**config.mk**
```make
export PLATFORM = sky130hd
export DESIGN_NAME = cache_line_axi_bridge
export DESIGN_NICKNAME = d
export VERILOG_FILES = /design/src/rtl/cache_line_axi_bridge.sv
export SDC_FILE = /design/constraint.sdc
export NUM_CORES = 1
export LEC_CHECK = 0
export ABC_CLOCK_PERIOD_IN_PS = 8200
export CORE_UTILIZATION = 33
export CTS_BUF_LIST = sky130_fd_sc_hd__clkbuf_8
export DETAILED_ROUTE_END_ITERATION = 7
export SETUP_SLACK_MARGIN = 0.1
export SYNTH_ARGS = -nofsm -noshare
export SYNTH_HDL_FRONTEND = slang
export SYNTH_SLANG_ARGS = --single-unit
export TNS_END_PERCENT = 100
```
**constraint.sdc**
```tcl
create_clock -name clk -period 8.2 [get_ports clk]
set_clock_uncertainty 0.1 [all_clocks]
set_input_delay 0.82 -clock clk [delete_from_list [all_inputs] [get_ports clk]]
set_output_delay 0.82 -clock clk [all_outputs]
set_load 0.05 [all_outputs]
```
**src/rtl/cache_line_axi_bridge.sv**
```systemverilog
// cache_line_axi_bridge: turns whole-line cache refills and writebacks into
// single AXI4 INCR bursts; read and write paths run as independent FSMs.
// Optional build macro CACHE_BRIDGE_RAW_HOLD_EN: holds a refill (R_HOLD) while a
// writeback to the same line is still in flight, so the refill sees the new data.
module cache_line_axi_bridge #(
  parameter int unsigned LINE_WORD = 4
) (
  input  logic                     clk,
  input  logic                     rst,
  // cache refill side
  input  logic                     rd_req,
  input  logic [31:0]              rd_addr,
  output logic                     rd_rdy,
  output logic                     ret_valid,
  output logic [LINE_WORD*32-1:0]  ret_data,
  // cache writeback side
  input  logic                     wr_req,
  input  logic [31:0]              wr_addr,
  input  logic [LINE_WORD*32-1:0]  wr_data,
  output logic                     wr_rdy,
  output logic                     wr_valid,
  // AXI read address / data
  output logic [31:0]              araddr,
  output logic [7:0]               arlen,
  output logic [2:0]               arsize,
  output logic [1:0]               arburst,
  output logic                     arvalid,
  input  logic                     arready,
  input  logic [31:0]              rdata,
  input  logic [1:0]               rresp,
  input  logic                     rlast,
  input  logic                     rvalid,
  output logic                     rready,
  // AXI write address / data / response
  output logic [31:0]              awaddr,
  output logic [7:0]               awlen,
  output logic [2:0]               awsize,
  output logic [1:0]               awburst,
  output logic                     awvalid,
  input  logic                     awready,
  output logic [31:0]              wdata,
  output logic [3:0]               wstrb,
  output logic                     wlast,
  output logic                     wvalid,
  input  logic                     wready,
  input  logic [1:0]               bresp,
  input  logic                     bvalid,
  output logic                     bready
);

  localparam int unsigned CNT_W = $clog2(LINE_WORD);
  localparam logic [31:0] LINE_MASK = ~(32'(LINE_WORD * 4) - 32'd1);
  localparam logic [CNT_W-1:0] LAST_BEAT = CNT_W'(LINE_WORD - 1);

  typedef enum logic [2:0] {R_IDLE, R_AR, R_DATA, R_DONE, R_HOLD} rd_state_e;
  typedef enum logic [2:0] {W_IDLE, W_AW, W_DATA, W_B, W_DONE} wr_state_e;

  rd_state_e        rd_state_q, rd_state_d;
  logic [CNT_W-1:0] rd_cnt_q, rd_cnt_d;
  logic [31:0]      ret_word_q [LINE_WORD];
  logic             rd_rdy_q, arvalid_q, rready_q, ret_valid_q;
  logic [31:0]      araddr_q;

  wr_state_e        wr_state_q, wr_state_d;
  logic [CNT_W-1:0] wr_cnt_q, wr_cnt_d;
  logic [31:0]      wbuf_q [LINE_WORD];
  logic             wr_rdy_q, awvalid_q, wvalid_q, wlast_q, bready_q, wr_valid_q;
  logic [31:0]      awaddr_q, wdata_q;

  logic [31:0]      rd_line_c, wr_line_c;
  logic             rd_hazard_c;
  logic             unused_resp;

  assign rd_line_c   = rd_addr & LINE_MASK;
  assign wr_line_c   = wr_addr & LINE_MASK;
  assign unused_resp = ^{rresp, bresp};

`ifdef CACHE_BRIDGE_RAW_HOLD_EN
  // Same-line write pending or accepted this cycle: refill must wait for it.
  assign rd_hazard_c = ((wr_state_q != W_IDLE) && (rd_line_c == awaddr_q)) ||
                       (wr_req && (wr_state_q == W_IDLE) && (rd_line_c == wr_line_c));
`else
  assign rd_hazard_c = 1'b0;
`endif

  // Fixed burst shape: full line, 32-bit beats, incrementing.
  assign arlen   = 8'(LINE_WORD - 1);
  assign awlen   = 8'(LINE_WORD - 1);
  assign arsize  = 3'b010;
  assign awsize  = 3'b010;
  assign arburst = 2'b01;
  assign awburst = 2'b01;
  assign wstrb   = 4'hF;

  assign rd_rdy    = rd_rdy_q;
  assign arvalid   = arvalid_q;
  assign araddr    = araddr_q;
  assign rready    = rready_q;
  assign ret_valid = ret_valid_q;
  assign wr_rdy    = wr_rdy_q;
  assign wr_valid  = wr_valid_q;
  assign awvalid   = awvalid_q;
  assign awaddr    = awaddr_q;
  assign wvalid    = wvalid_q;
  assign wdata     = wdata_q;
  assign wlast     = wlast_q;
  assign bready    = bready_q;

  // Pack the refill word registers into the line bus, word 0 lowest.
  always_comb begin
    ret_data = '0;
    for (int i = 0; i < int'(LINE_WORD); i++) begin
      ret_data[i*32 +: 32] = ret_word_q[i];
    end
  end

  // Read path next state and beat counter.
  always_comb begin
    rd_state_d = rd_state_q;
    rd_cnt_d   = rd_cnt_q;
    case (rd_state_q)
      R_IDLE: begin
        if (rd_req) begin
          rd_cnt_d   = '0;
          rd_state_d = rd_hazard_c ? R_HOLD : R_AR;
        end
      end
      R_HOLD:  if (wr_state_q == W_IDLE) rd_state_d = R_AR;
      R_AR:    if (arready) rd_state_d = R_DATA;
      R_DATA: begin
        if (rvalid && rready_q) begin
          rd_cnt_d = rd_cnt_q + CNT_W'(1);
          if (rlast) rd_state_d = R_DONE;
        end
      end
      R_DONE:  rd_state_d = R_IDLE;
      default: rd_state_d = R_IDLE;
    endcase
  end

  // Read path state, registered handshake outputs and line assembly.
  always_ff @(posedge clk) begin
    if (rst) begin
      rd_state_q  <= R_IDLE;
      rd_cnt_q    <= '0;
      rd_rdy_q    <= 1'b1;
      arvalid_q   <= 1'b0;
      rready_q    <= 1'b0;
      ret_valid_q <= 1'b0;
      araddr_q    <= '0;
      for (int i = 0; i < int'(LINE_WORD); i++) ret_word_q[i] <= '0;
    end else begin
      rd_state_q  <= rd_state_d;
      rd_cnt_q    <= rd_cnt_d;
      rd_rdy_q    <= (rd_state_d == R_IDLE);
      arvalid_q   <= (rd_state_d == R_AR);
      rready_q    <= (rd_state_d == R_DATA);
      ret_valid_q <= (rd_state_d == R_DONE);
      if ((rd_state_q == R_IDLE) && rd_req) araddr_q <= rd_line_c;
      if ((rd_state_q == R_DATA) && rvalid && rready_q) ret_word_q[rd_cnt_q] <= rdata;
    end
  end

  // Write path next state and beat counter.
  always_comb begin
    wr_state_d = wr_state_q;
    wr_cnt_d   = wr_cnt_q;
    case (wr_state_q)
      W_IDLE: begin
        if (wr_req) begin
          wr_cnt_d   = '0;
          wr_state_d = W_AW;
        end
      end
      W_AW:    if (awready) wr_state_d = W_DATA;
      W_DATA: begin
        if (wready && wvalid_q) begin
          wr_cnt_d = wr_cnt_q + CNT_W'(1);
          if (wr_cnt_q == LAST_BEAT) wr_state_d = W_B;
        end
      end
      W_B:     if (bvalid) wr_state_d = W_DONE;
      W_DONE:  wr_state_d = W_IDLE;
      default: wr_state_d = W_IDLE;
    endcase
  end

  // Write path state, line buffer and registered W-channel beat.
  always_ff @(posedge clk) begin
    if (rst) begin
      wr_state_q <= W_IDLE;
      wr_cnt_q   <= '0;
      wr_rdy_q   <= 1'b1;
      awvalid_q  <= 1'b0;
      wvalid_q   <= 1'b0;
      wlast_q    <= 1'b0;
      bready_q   <= 1'b0;
      wr_valid_q <= 1'b0;
      awaddr_q   <= '0;
      wdata_q    <= '0;
      for (int i = 0; i < int'(LINE_WORD); i++) wbuf_q[i] <= '0;
    end else begin
      wr_state_q <= wr_state_d;
      wr_cnt_q   <= wr_cnt_d;
      wr_rdy_q   <= (wr_state_d == W_IDLE);
      awvalid_q  <= (wr_state_d == W_AW);
      wvalid_q   <= (wr_state_d == W_DATA);
      bready_q   <= (wr_state_d == W_B);
      wr_valid_q <= (wr_state_d == W_DONE);
      wdata_q    <= wbuf_q[wr_cnt_d];
      wlast_q    <= (wr_state_d == W_DATA) && (wr_cnt_d == LAST_BEAT);
      if ((wr_state_q == W_IDLE) && wr_req) begin
        awaddr_q <= wr_line_c;
        for (int i = 0; i < int'(LINE_WORD); i++) wbuf_q[i] <= wr_data[i*32 +: 32];
      end
    end
  end

endmodule

```
==> impl_metrics.env, run 1 <==
export IMPL_result_of_the_run="finished clean"
export IMPL_antenna_found_initial=6
export IMPL_dpl_cell_area_um2=19000
export IMPL_finalSetupViolations=0
export IMPL_core_rowCount=75
export IMPL_ys_async_sr_fraction_pct=0
export IMPL_report_final_slew_viol_count=0
export IMPL_cell_chosen_for_the_clock_root="sky130_fd_sc_hd__clkbuf_8"
export IMPL_rsz_0062_raised_after_global_routing="false"
export IMPL_cts_repair_timing_setup_buffer_count=0
export IMPL_synth_ff_type="sky130_fd_sc_hd__edfxtp_1"
export IMPL_dieArea_um2=43700
export IMPL_synthesis_yosys_warnings=0
export IMPL_synth_seq_cells=364
export IMPL_clock_sinks=364
export IMPL_die_width_um=209
export IMPL_initial_core_util_pct=33.6
export IMPL_floorplan_die_height_um=209
export IMPL_critical_path_reg2reg_endpoint="wbuf_q[1][27]"
export IMPL_cp_common_cell="sky130_fd_sc_hd__buf_4"
export IMPL_h_tree_depth=2
export IMPL_cts_tree="done"
export IMPL_clock_insertion_delay_worst_skew_ns=0.64
export IMPL_clk_pin_slew_worst_paths_ns=0.06
export IMPL_min_from="araddr[15]"
export IMPL_cts_resized_gates=0
export IMPL_worst_hold_endpoint="araddr[15]"
export IMPL_finalCritPeriodShare_pct=41.4
export IMPL_whs_path_depth=2
export IMPL_critPathKind="primary input to flop"
export IMPL_ff2ff_setup_slack_ns=4.97
export IMPL_numCtsBuffers=61
export IMPL_sum_of_negative_setup_slack_ns=0
export IMPL_post_synth_num_cell_types=45
export IMPL_globalplace_congestion=0.814
export IMPL_total_power_mw=4.30
export IMPL_maxClockFrequency_mhz=294
export IMPL_postSynthCellCount=1068
export IMPL_syn_avg_cell_area_um2=13.3
export IMPL_detail_route_iter0_violations=428
export IMPL_detailedRoute_firstPassIterationCount=4
export IMPL_finalCriticalPeriod_ns=3.40
export IMPL_cp_data_required_time_ns=8.35
export IMPL_drt_antenna_violating_nets=0
export IMPL_crit_path_end_kind="flop"
export IMPL_crit_buf_inv=3
export IMPL_worstPathArrival_ns=3.55
export IMPL_max_slew_margin_pct=20.1
export IMPL_pwr_per_cell_area_nw_per_um2=213
export IMPL_crit_reg_reg_startpoint="wr_state_q[2]"
export IMPL_cpPeakStageDelay_ns=0.79
export IMPL_grt_overflow=0
export IMPL_post_synth_instance_area_um2=14200
export IMPL_fp_coreArea_um2=42100
export IMPL_worst_case_vdd_ir_drop_v=0.000125
export IMPL_worstSetupStartpointType="primary input"
export IMPL_detailedPlacementHpwl_um=25900
export IMPL_grt_max_degree=129
export IMPL_via_per_inst=4.50
export IMPL_routed_wire_length_per_instance_um=18.0
export IMPL_worst_slew_pin_transition_ns=1.20
export IMPL_synth_seq_area_share_pct=69.6
export IMPL_final_hold_viol_count=0
export IMPL_detail_route_drc_violations=0
export IMPL_synth_enable_flop_cells=256
export IMPL_layout_drive_gt1_share_pct=7.56
export IMPL_vias_in_the_first_global_route=9337
export IMPL_cp_slowest_cell="sky130_fd_sc_hd__or2_4"
export IMPL_critical_path_top_delay_family="buffers and inverters"
export IMPL_grt_pass1_wl_um=56200
export IMPL_globalRouteTotalUtil_pct=17.0
export IMPL_post_route_cell_area_um2=20200
export IMPL_cts_hold_buf=0
export IMPL_r2r_cells=4
export IMPL_detailroute_via_count=9520
export IMPL_final_layout_net_count=1760
export IMPL_max_buffers_root_to_sink=3
export IMPL_timing_critical_path_cells="clkdlybuf4s50_1, nor4b_4, buf_4, or2_4, buf_4"
export IMPL_critical_path_peak_fanout=67
export IMPL_cellLeakagePower_nw=8.10
export IMPL_route_final_wire_length_um=38000
export IMPL_port_buffers=451
export IMPL_worst_hold_path_type="flop to flop"
export IMPL_maxCapViolCount=0
export IMPL_synthToLayoutAreaGrowth_pct=42.8
export IMPL_floorplan_io_pins=502
## cell type report
type / count / area, um^2
Fill cell: 3852 / 21900
Sequential cell: 364 / 9850
Timing Repair Buffer: 463 / 4600
Multi-Input combinational cell: 626 / 3880
Clock buffer: 66 / 908
Tap cell: 539 / 674
Clock inverter: 50 / 269
Inverter: 5 / 18.8
Antenna cell: 2 / 5.00
## registers in the layout (all words and copies together), names as in the netlist
name	count
araddr	28
arvalid	1
awaddr	28
awvalid	1
bready	1
rd_cnt_q	2
rd_rdy	1
rd_state_q	3
ret_valid	1
ret_word_q	128
rready	1
wbuf_q	128
wdata	32
wlast	1
wr_cnt_q	2
wr_rdy	1
wr_state_q	3
wr_valid	1
wvalid	1
## layout by cell type (no fill, tap or decap), drive strengths merged, types with 32 or more instances in the layout
| cell type | netlist | layout |
|---|---|---|
| o22ai | 32 | 32 |
| edfxtp | 256 | 256 |
| and3 | 33 | 33 |
| clkbuf | 49 | 66 |
| and2 | 225 | 225 |
| dfxtp | 108 | 108 |
| clkdlybuf4s50 | 0 | 450 |
| conb | 2 | 38 |
| a21oi | 59 | 59 |
| nand2 | 118 | 118 |
| mux2i | 68 | 68 |
## worst register-to-register path, delay by kind of cell, from the launching register on
family / cells / cell delay [ns]
flip-flops: 1 / 0.43
buffers and inverters: 2 / 1.16
AND/OR/NAND/NOR: 2 / 1.10
## cell usage after synthesis (2+ instances only)
library cell               instances  area (um^2)
sky130_fd_sc_hd__and2_1          225         1410
sky130_fd_sc_hd__nor3_1            5         25.0
sky130_fd_sc_hd__o22ai_2          10          125
sky130_fd_sc_hd__buf_6             2         22.5
sky130_fd_sc_hd__nor4b_1           3         26.3
sky130_fd_sc_hd__nor3b_1           2         15.0
sky130_fd_sc_hd__and4_1            2         17.5
sky130_fd_sc_hd__a21oi_1          59          295
sky130_fd_sc_hd__nor2_1           10         37.5
sky130_fd_sc_hd__o22ai_1          22          138
sky130_fd_sc_hd__clkbuf_1         49          184
sky130_fd_sc_hd__nor4_1            2         12.5
sky130_fd_sc_hd__a21o_1            2         15.0
sky130_fd_sc_hd__mux2i_1          68          681
sky130_fd_sc_hd__a31o_2            3         26.3
sky130_fd_sc_hd__nand2_1         118          443
sky130_fd_sc_hd__nor2b_1           4         25.0
sky130_fd_sc_hd__and3_1           33          206
sky130_fd_sc_hd__conb_1            2         7.51
sky130_fd_sc_hd__inv_1             5         18.8
sky130_fd_sc_hd__edfxtp_1        256         7690
sky130_fd_sc_hd__buf_2            15         75.1
sky130_fd_sc_hd__dfxtp_1         108         2160
sky130_fd_sc_hd__buf_4            42          315
## metrics by stage
stage / setup slack, ns / hold slack (ns) / std cells / utilization (%)
6_report: 4.80 / 0.351 / 2115 / 48.0
5_1_grt: 4.57 / 0.370 / 2113 / 47.9
4_1_cts: 4.77 / 0.354 / 2113 / 47.9
3_5_place_dp: 4.08 / 0.346 / 1997 / 45.2
3_3_place_gp: 4.14 / 0.342 / 1997 / 45.2
2_1_floorplan: 4.67 / 0.379 / 1104 / -
## layer usage
| metal | global-route usage, % | share of wire, % | vias to the layer above |
|---|---|---|---|
| met5 | 0 | 0.10 | - |
| li1 | - | - | 4555 |
| met2 | 27.8 | 47 | 383 |
| met4 | 5.70 | 2.4 | 6 |
| met3 | 6.88 | 9.4 | 65 |
| met1 | 20.4 | 41 | 4511 |
## how the worst max path moves through the flow
stage / depth (start not counted) / end / start / slack (ns)
3_5_place_dp: 5 / wbuf_q[1][27] / wr_req / 4.08
5_1_grt: 5 / wbuf_q[0][27] / wr_req / 4.57
2_1_floorplan: 3 / wbuf_q[0][0] / rst / 4.67
6_report: 5 / wbuf_q[1][27] / wr_req / 4.80
4_1_cts: 5 / wbuf_q[0][27] / wr_req / 4.77
3_3_place_gp: 5 / wbuf_q[2][23] / wr_req / 4.14
## power by group
group	switching, mW	internal, mW	leakage (nW)
logic	0.392	0.235	3.84
registers	0.0385	2.09	3.59
clock network	0.737	0.806	0.668
## logic make-up after synthesis
logic type	after synthesis	share of synthesized area (%)
simple gates	412	16.2
xor+xnor	1	0.0619
mux	69	4.89
compound gates	105	4.74
other cells	2	0.0531
flops	364	69.6
buf+inv	114	4.38
fa+ha+maj	1	0.0884
Power figures use the tool's default switching activity.
==> run 2, diff against run 1 <==
ABC_CLOCK_PERIOD_IN_PS = 3250   (was 8200)
clock period = 3.25 ns   (was 8.2 ns; I/O delays follow)
==> run 2 against run 1 <==
Compared with the run above: design area rose by 0.59%; utilization grew 0.29 points; clock power increased by 150%; hold slack got worse by 0.21 ns; via count is essentially flat; critical path depth rose by 1; die area did not move; worst setup slack lost 4.0 ns; count of clock-buffer cells in the layout down 2; register-to-register slack worse by 4.1 ns; global-route usage rose by 0.32 points; total power increased to 2.5 times the previous value; critical path type is now flop to flop; critical endpoint is now wdata[10]; largest power group unchanged.
==> impl_metrics.env, run 2 (synthesis results as in run 1) <==
export IMPL_sum_of_negative_setup_slack_ns=0
export IMPL_cts_resized_gates=0
export IMPL_clock_insertion_delay_worst_skew_ns=0.63
export IMPL_maxCapViolCount=0
export IMPL_detail_route_drc_violations=0
export IMPL_pwr_per_cell_area_nw_per_um2=530
export IMPL_layout_drive_gt1_share_pct=8.34
export IMPL_floorplan_io_pins=502
export IMPL_via_per_inst=4.49
export IMPL_cell_chosen_for_the_clock_root="sky130_fd_sc_hd__clkbuf_8"
export IMPL_port_buffers=451
export IMPL_clock_sinks=364
export IMPL_clk_pin_slew_worst_paths_ns=0.06
export IMPL_fin_worst_hold_slack_ns=0.140
export IMPL_drt_antenna_violating_nets=0
export IMPL_fillerInstances=3745
export IMPL_cts_hold_buf=0
export IMPL_vias_in_the_first_global_route=9765
export IMPL_routed_wire_length_per_instance_um=18.3
export IMPL_detailroute_via_count=9528
export IMPL_grt_max_degree=129
export IMPL_finalSetupViolations=0
export IMPL_critical_path_peak_fanout=18
export IMPL_die_width_um=209
export IMPL_antenna_found_initial=3
export IMPL_cp_data_required_time_ns=3.64
export IMPL_worstSetupStartpointType="flop"
export IMPL_worst_case_vdd_ir_drop_v=0.000243
export IMPL_finalCriticalPeriod_ns=2.40
export IMPL_detail_route_iter0_violations=386
export IMPL_detailedPlacementHpwl_um=27000
export IMPL_finalCritPeriodShare_pct=73.8
export IMPL_numCtsBuffers=59
export IMPL_final_layout_net_count=1771
export IMPL_dieArea_um2=43700
export IMPL_r2r_cells=6
export IMPL_cellLeakagePower_nw=8.19
export IMPL_worst_slew_pin_transition_ns=0.713
export IMPL_fp_coreArea_um2=42100
export IMPL_post_route_cell_area_um2=20300
export IMPL_maxClockFrequency_mhz=417
export IMPL_core_rowCount=75
export IMPL_globalRouteTotalUtil_pct=17.4
export IMPL_worst_hold_path_type="primary input to flop"
export IMPL_grt_pass1_wl_um=57600
export IMPL_total_power_mw=10.8
export IMPL_cts_repair_timing_setup_buffer_count=0
export IMPL_whs_path_depth=2
export IMPL_dpl_cell_area_um2=19200
export IMPL_grt_overflow=0
export IMPL_rsz_0062_raised_after_global_routing="false"
export IMPL_crit_path_end_kind="flop"
export IMPL_layout_common_cells="450 x sky130_fd_sc_hd__clkdlybuf4s50_1, 256 x sky130_fd_sc_hd__edfxtp_1, 225 x sky130_fd_sc_hd__and2_1, 118 x sky130_fd_sc_hd__nand2_1, 108 x sky130_fd_sc_hd__dfxtp_1"
export IMPL_floorplan_die_height_um=209
export IMPL_critPathKind="flop to flop"
export IMPL_final_hold_viol_count=0
export IMPL_max_slew_margin_pct=52.5
export IMPL_route_final_wire_length_um=38800
export IMPL_detailedRoute_firstPassIterationCount=5
export IMPL_initial_core_util_pct=33.6
export IMPL_layout_cells_most_common="sky130_fd_sc_hd__clkdlybuf4s50_1"
export IMPL_synthToLayoutAreaGrowth_pct=43.6
export IMPL_report_final_slew_viol_count=0
export IMPL_worstPathArrival_ns=2.79
export IMPL_globalplace_congestion=0.805
export IMPL_result_of_the_run="finished clean"
export IMPL_max_buffers_root_to_sink=3
export IMPL_cts_tree="done"
export IMPL_h_tree_depth=2
-- run 2: power by group --
part | internal [mW] | switching (mW) | total [mW]
logic | 0.613 | 1.00 | 1.61
registers | 5.27 | 0.102 | 5.37
clock network | 1.98 | 1.82 | 3.80
-- run 2: final cells by class --
cell class | count | area, um^2 | area share [%]
flip-flops and latches | 364 | 9850 | 48.5
multi-input cells | 626 | 3880 | 19.1
clock buffers | 64 | 881 | 4.33
diodes | 2 | 5.00 | 0.0246
inverters | 5 | 18.8 | 0.0923
well taps | 539 | 674 | 3.32
clock inverters | 47 | 256 | 1.26
repair buffers | 476 | 4760 | 23.4
-- run 2: final timing paths --
kind                       from           to  slack [ns]
setup / recovery  wr_state_q[2]    wdata[10]        0.85
hold reg to reg      awaddr[12]   awaddr[12]        0.35
setup reg to reg  wr_state_q[2]    wdata[10]        0.85
hold / removal              rst  wr_cnt_q[0]        0.14
-- run 2: metrics by stage --
step	setup slack [ns]	cells	utilization (%)
6_report	0.851	2123	48.2
5_1_grt	0.641	2121	48.2
4_1_cts	0.827	2121	48.2
3_5_place_dp	0.648	2010	45.5
3_3_place_gp	0.693	2010	45.5
2_1_floorplan	0.115	1104	-
-- run 2: critical path: stages (launching register included) --
cell                      delay (ns)
sky130_fd_sc_hd__dfxtp_1        0.43
sky130_fd_sc_hd__nor2_1         0.30
sky130_fd_sc_hd__o21ai_0        0.21
sky130_fd_sc_hd__a32oi_4        0.42
sky130_fd_sc_hd__buf_4          0.41
sky130_fd_sc_hd__mux2i_1        0.28
sky130_fd_sc_hd__o22ai_1        0.11
-- run 2: routing by layer --
layer  track usage (%)  part of all wire (%)  vias up
met2              28.5                    47      391
met3              5.53                   8.0       73
met1              21.2                    42     4476
met4              6.64                   2.7        2
li1                  -                     -     4586
met5                 0                 0.023        -
==> run 3, diff against run 2 <==
ABC_CLOCK_PERIOD_IN_PS = 2400   (was 3250)
clock period = 2.4 ns   (was 3.25 ns; I/O delays follow)
==> run 3 against run 2 <==
Compared with the run above: total power increased by 40%; hold slack got worse by 0.075 ns; routed wire length fell by 0.58%; critical path type is now flop to output port; highest routed layer unchanged.
==> impl_metrics.env, run 3 (synthesis results as in run 1) <==
export IMPL_fin_worst_hold_slack_ns=0.0652
export IMPL_timing_critical_path_cells="clkdlybuf4s50_1"
export IMPL_drt_antenna_violating_nets=0
export IMPL_worst_case_vdd_ir_drop_v=0.000376
export IMPL_numCtsBuffers=60
export IMPL_postLayoutCoreUtil_pct=50.0
export IMPL_dieArea_um2=43700
export IMPL_cellLeakagePower_nw=8.48
export IMPL_grt_use_met2_pct=28.2
export IMPL_floorplan_io_pins=502
export IMPL_grt_max_degree=129
export IMPL_pwr_per_cell_area_nw_per_um2=716
export IMPL_report_final_slew_viol_count=0
export IMPL_crit_buf_inv=1
export IMPL_max_slew_margin_pct=56.0
export IMPL_finalSetupViolations=0
export IMPL_worstPathArrival_ns=1.87
export IMPL_finalCritPeriodShare_pct=92.0
export IMPL_fillerInstances=3685
export IMPL_vias_in_the_first_global_route=9735
export IMPL_critical_path_top_delay_family="buffers and inverters"
export IMPL_place_detailed_instances=2024
export IMPL_maxCapViolCount=0
export IMPL_cp_data_required_time_ns=2.06
export IMPL_detail_route_drc_violations=0
export IMPL_result_of_the_run="finished clean"
export IMPL_clock_sinks=364
export IMPL_crit_path_end_kind="output port"
export IMPL_cell_chosen_for_the_clock_root="sky130_fd_sc_hd__clkbuf_8"
export IMPL_clock_insertion_delay_worst_skew_ns=0.63
export IMPL_rsz_0062_raised_after_global_routing="false"
export IMPL_core_rowCount=75
export IMPL_globalplace_congestion=0.809
export IMPL_globalRoute_busiestLayer="met2"
export IMPL_maxClockFrequency_mhz=453
export IMPL_antenna_found_initial=2
export IMPL_grt_pass1_wl_um=57600
export IMPL_synthToLayoutAreaGrowth_pct=48.8
export IMPL_post_route_cell_area_um2=21100
export IMPL_detailedPlacementHpwl_um=27000
export IMPL_clk_pin_slew_worst_paths_ns=0.06
export IMPL_cts_repair_timing_setup_buffer_count=0
export IMPL_via_per_inst=4.51
export IMPL_finish_cell_count_without_fillers=2175
export IMPL_detailroute_via_count=9805
export IMPL_detailedRoute_firstPassIterationCount=5
export IMPL_cpPeakStageDelay_ns=0.86
export IMPL_placement_setup_worst_slack_ns=0.0990
export IMPL_layout_cells_most_common="sky130_fd_sc_hd__clkdlybuf4s50_1"
export IMPL_grt_use_met3_pct=5.56
export IMPL_layout_common_cells="447 x sky130_fd_sc_hd__clkdlybuf4s50_1, 256 x sky130_fd_sc_hd__edfxtp_1, 225 x sky130_fd_sc_hd__and2_1, 118 x sky130_fd_sc_hd__nand2_1, 108 x sky130_fd_sc_hd__dfxtp_1"
export IMPL_port_buffers=451
export IMPL_finalCriticalPeriod_ns=2.21
export IMPL_dpl_cell_area_um2=19400
export IMPL_sum_of_negative_setup_slack_ns=0
export IMPL_final_hold_viol_count=0
export IMPL_cp_slowest_cell="sky130_fd_sc_hd__clkdlybuf4s50_1"
export IMPL_total_power_mw=15.1
export IMPL_critPathKind="flop to output port"
export IMPL_final_setup_worst_slack_ns=0.191
export IMPL_grt_overflow=0
export IMPL_cts_tree="done"
export IMPL_critical_path_peak_fanout=1
export IMPL_met1_usage_pct=21.5
export IMPL_route_final_wire_length_um=38600
export IMPL_floorplan_die_height_um=209
export IMPL_worstSetupStartpointType="flop"
export IMPL_initial_core_util_pct=33.6
export IMPL_worst_slew_pin_transition_ns=0.663
export IMPL_globalRouteTotalUtil_pct=17.3
export IMPL_max_buffers_root_to_sink=3
export IMPL_fp_coreArea_um2=42100
export IMPL_die_width_um=209
export IMPL_worst_hold_path_type="primary input to flop"
export IMPL_layout_drive_gt1_share_pct=8.81
export IMPL_h_tree_depth=2
export IMPL_routed_wire_length_per_instance_um=17.7
export IMPL_final_layout_net_count=1825
export IMPL_detail_route_iter0_violations=502
-- run 3: cell count changes in the layout (fill, tap and decap cells not counted), sizes merged --
cell           previous run  this run
dlygate4sd2               0         3
bufinv                    2         6
buf                      26        40
clkinvlp                  1         4
diode                     2         1
clkbuf                   64        63
clkdlybuf4s50           450       447
clkinv                   19        22
dlygate4sd3               0        39
inv                      30        21
-- run 3: worst reg2reg max path, cell delays in order (launching register included) --
cell and delay (ns):
sky130_fd_sc_hd__dfxtp_1 0.31, sky130_fd_sc_hd__nor2_1 0.25, sky130_fd_sc_hd__and4_1 0.27, sky130_fd_sc_hd__mux2_2 0.38, sky130_fd_sc_hd__or2_2 0.32, sky130_fd_sc_hd__buf_12 0.18, sky130_fd_sc_hd__o22ai_1 0.21
-- run 3: layout make-up --
cell class              instances  area [um^2]  share of cell area, %
flip-flops and latches        364         9850                   46.8
repair buffers                529         5410                   25.7
multi-input cells             626         3880                   18.4
clock buffers                  63          867                   4.12
well taps                     539          674                   3.20
clock inverters                48          362                   1.72
inverters                       5         18.8                 0.0891
diodes                          1         2.50                 0.0119
-- run 3: repair_timing --
| action | in CTS | in global routing |
|---|---|---|
| gates resized for setup | 3 | 0 |
| endpoints found under the setup margin | 3 | 0 |
| hold buffers | 39 | 0 |
| endpoints found under the hold margin | 40 | 0 |
-- run 3: path summary, 6_finish.rpt --
path	endpoint	cells after the start	startpoint	slack, ns
min reg2reg	araddr[15]	2	araddr[15]	0.35
max	wdata[1]	1	wdata[1]	0.19
min	awaddr[28]	3	wr_addr[28]	0.07
max reg2reg	wdata[22]	6	wr_state_q[2]	0.30
-- run 3: layer usage --
metal | share of wire [%] | vias up
met5 | 0.034 | -
met4 | 2.4 | 2
met3 | 8.1 | 73
met2 | 47 | 391
met1 | 42 | 4646
li1 | - | 4693
-- run 3: where the power goes --
group	internal (mW)	leakage, nW	total, mW	switching (mW)
sequential	7.13	3.59	7.26	0.133
clock	3.07	0.664	5.55	2.47
combinational	0.903	4.23	2.28	1.37
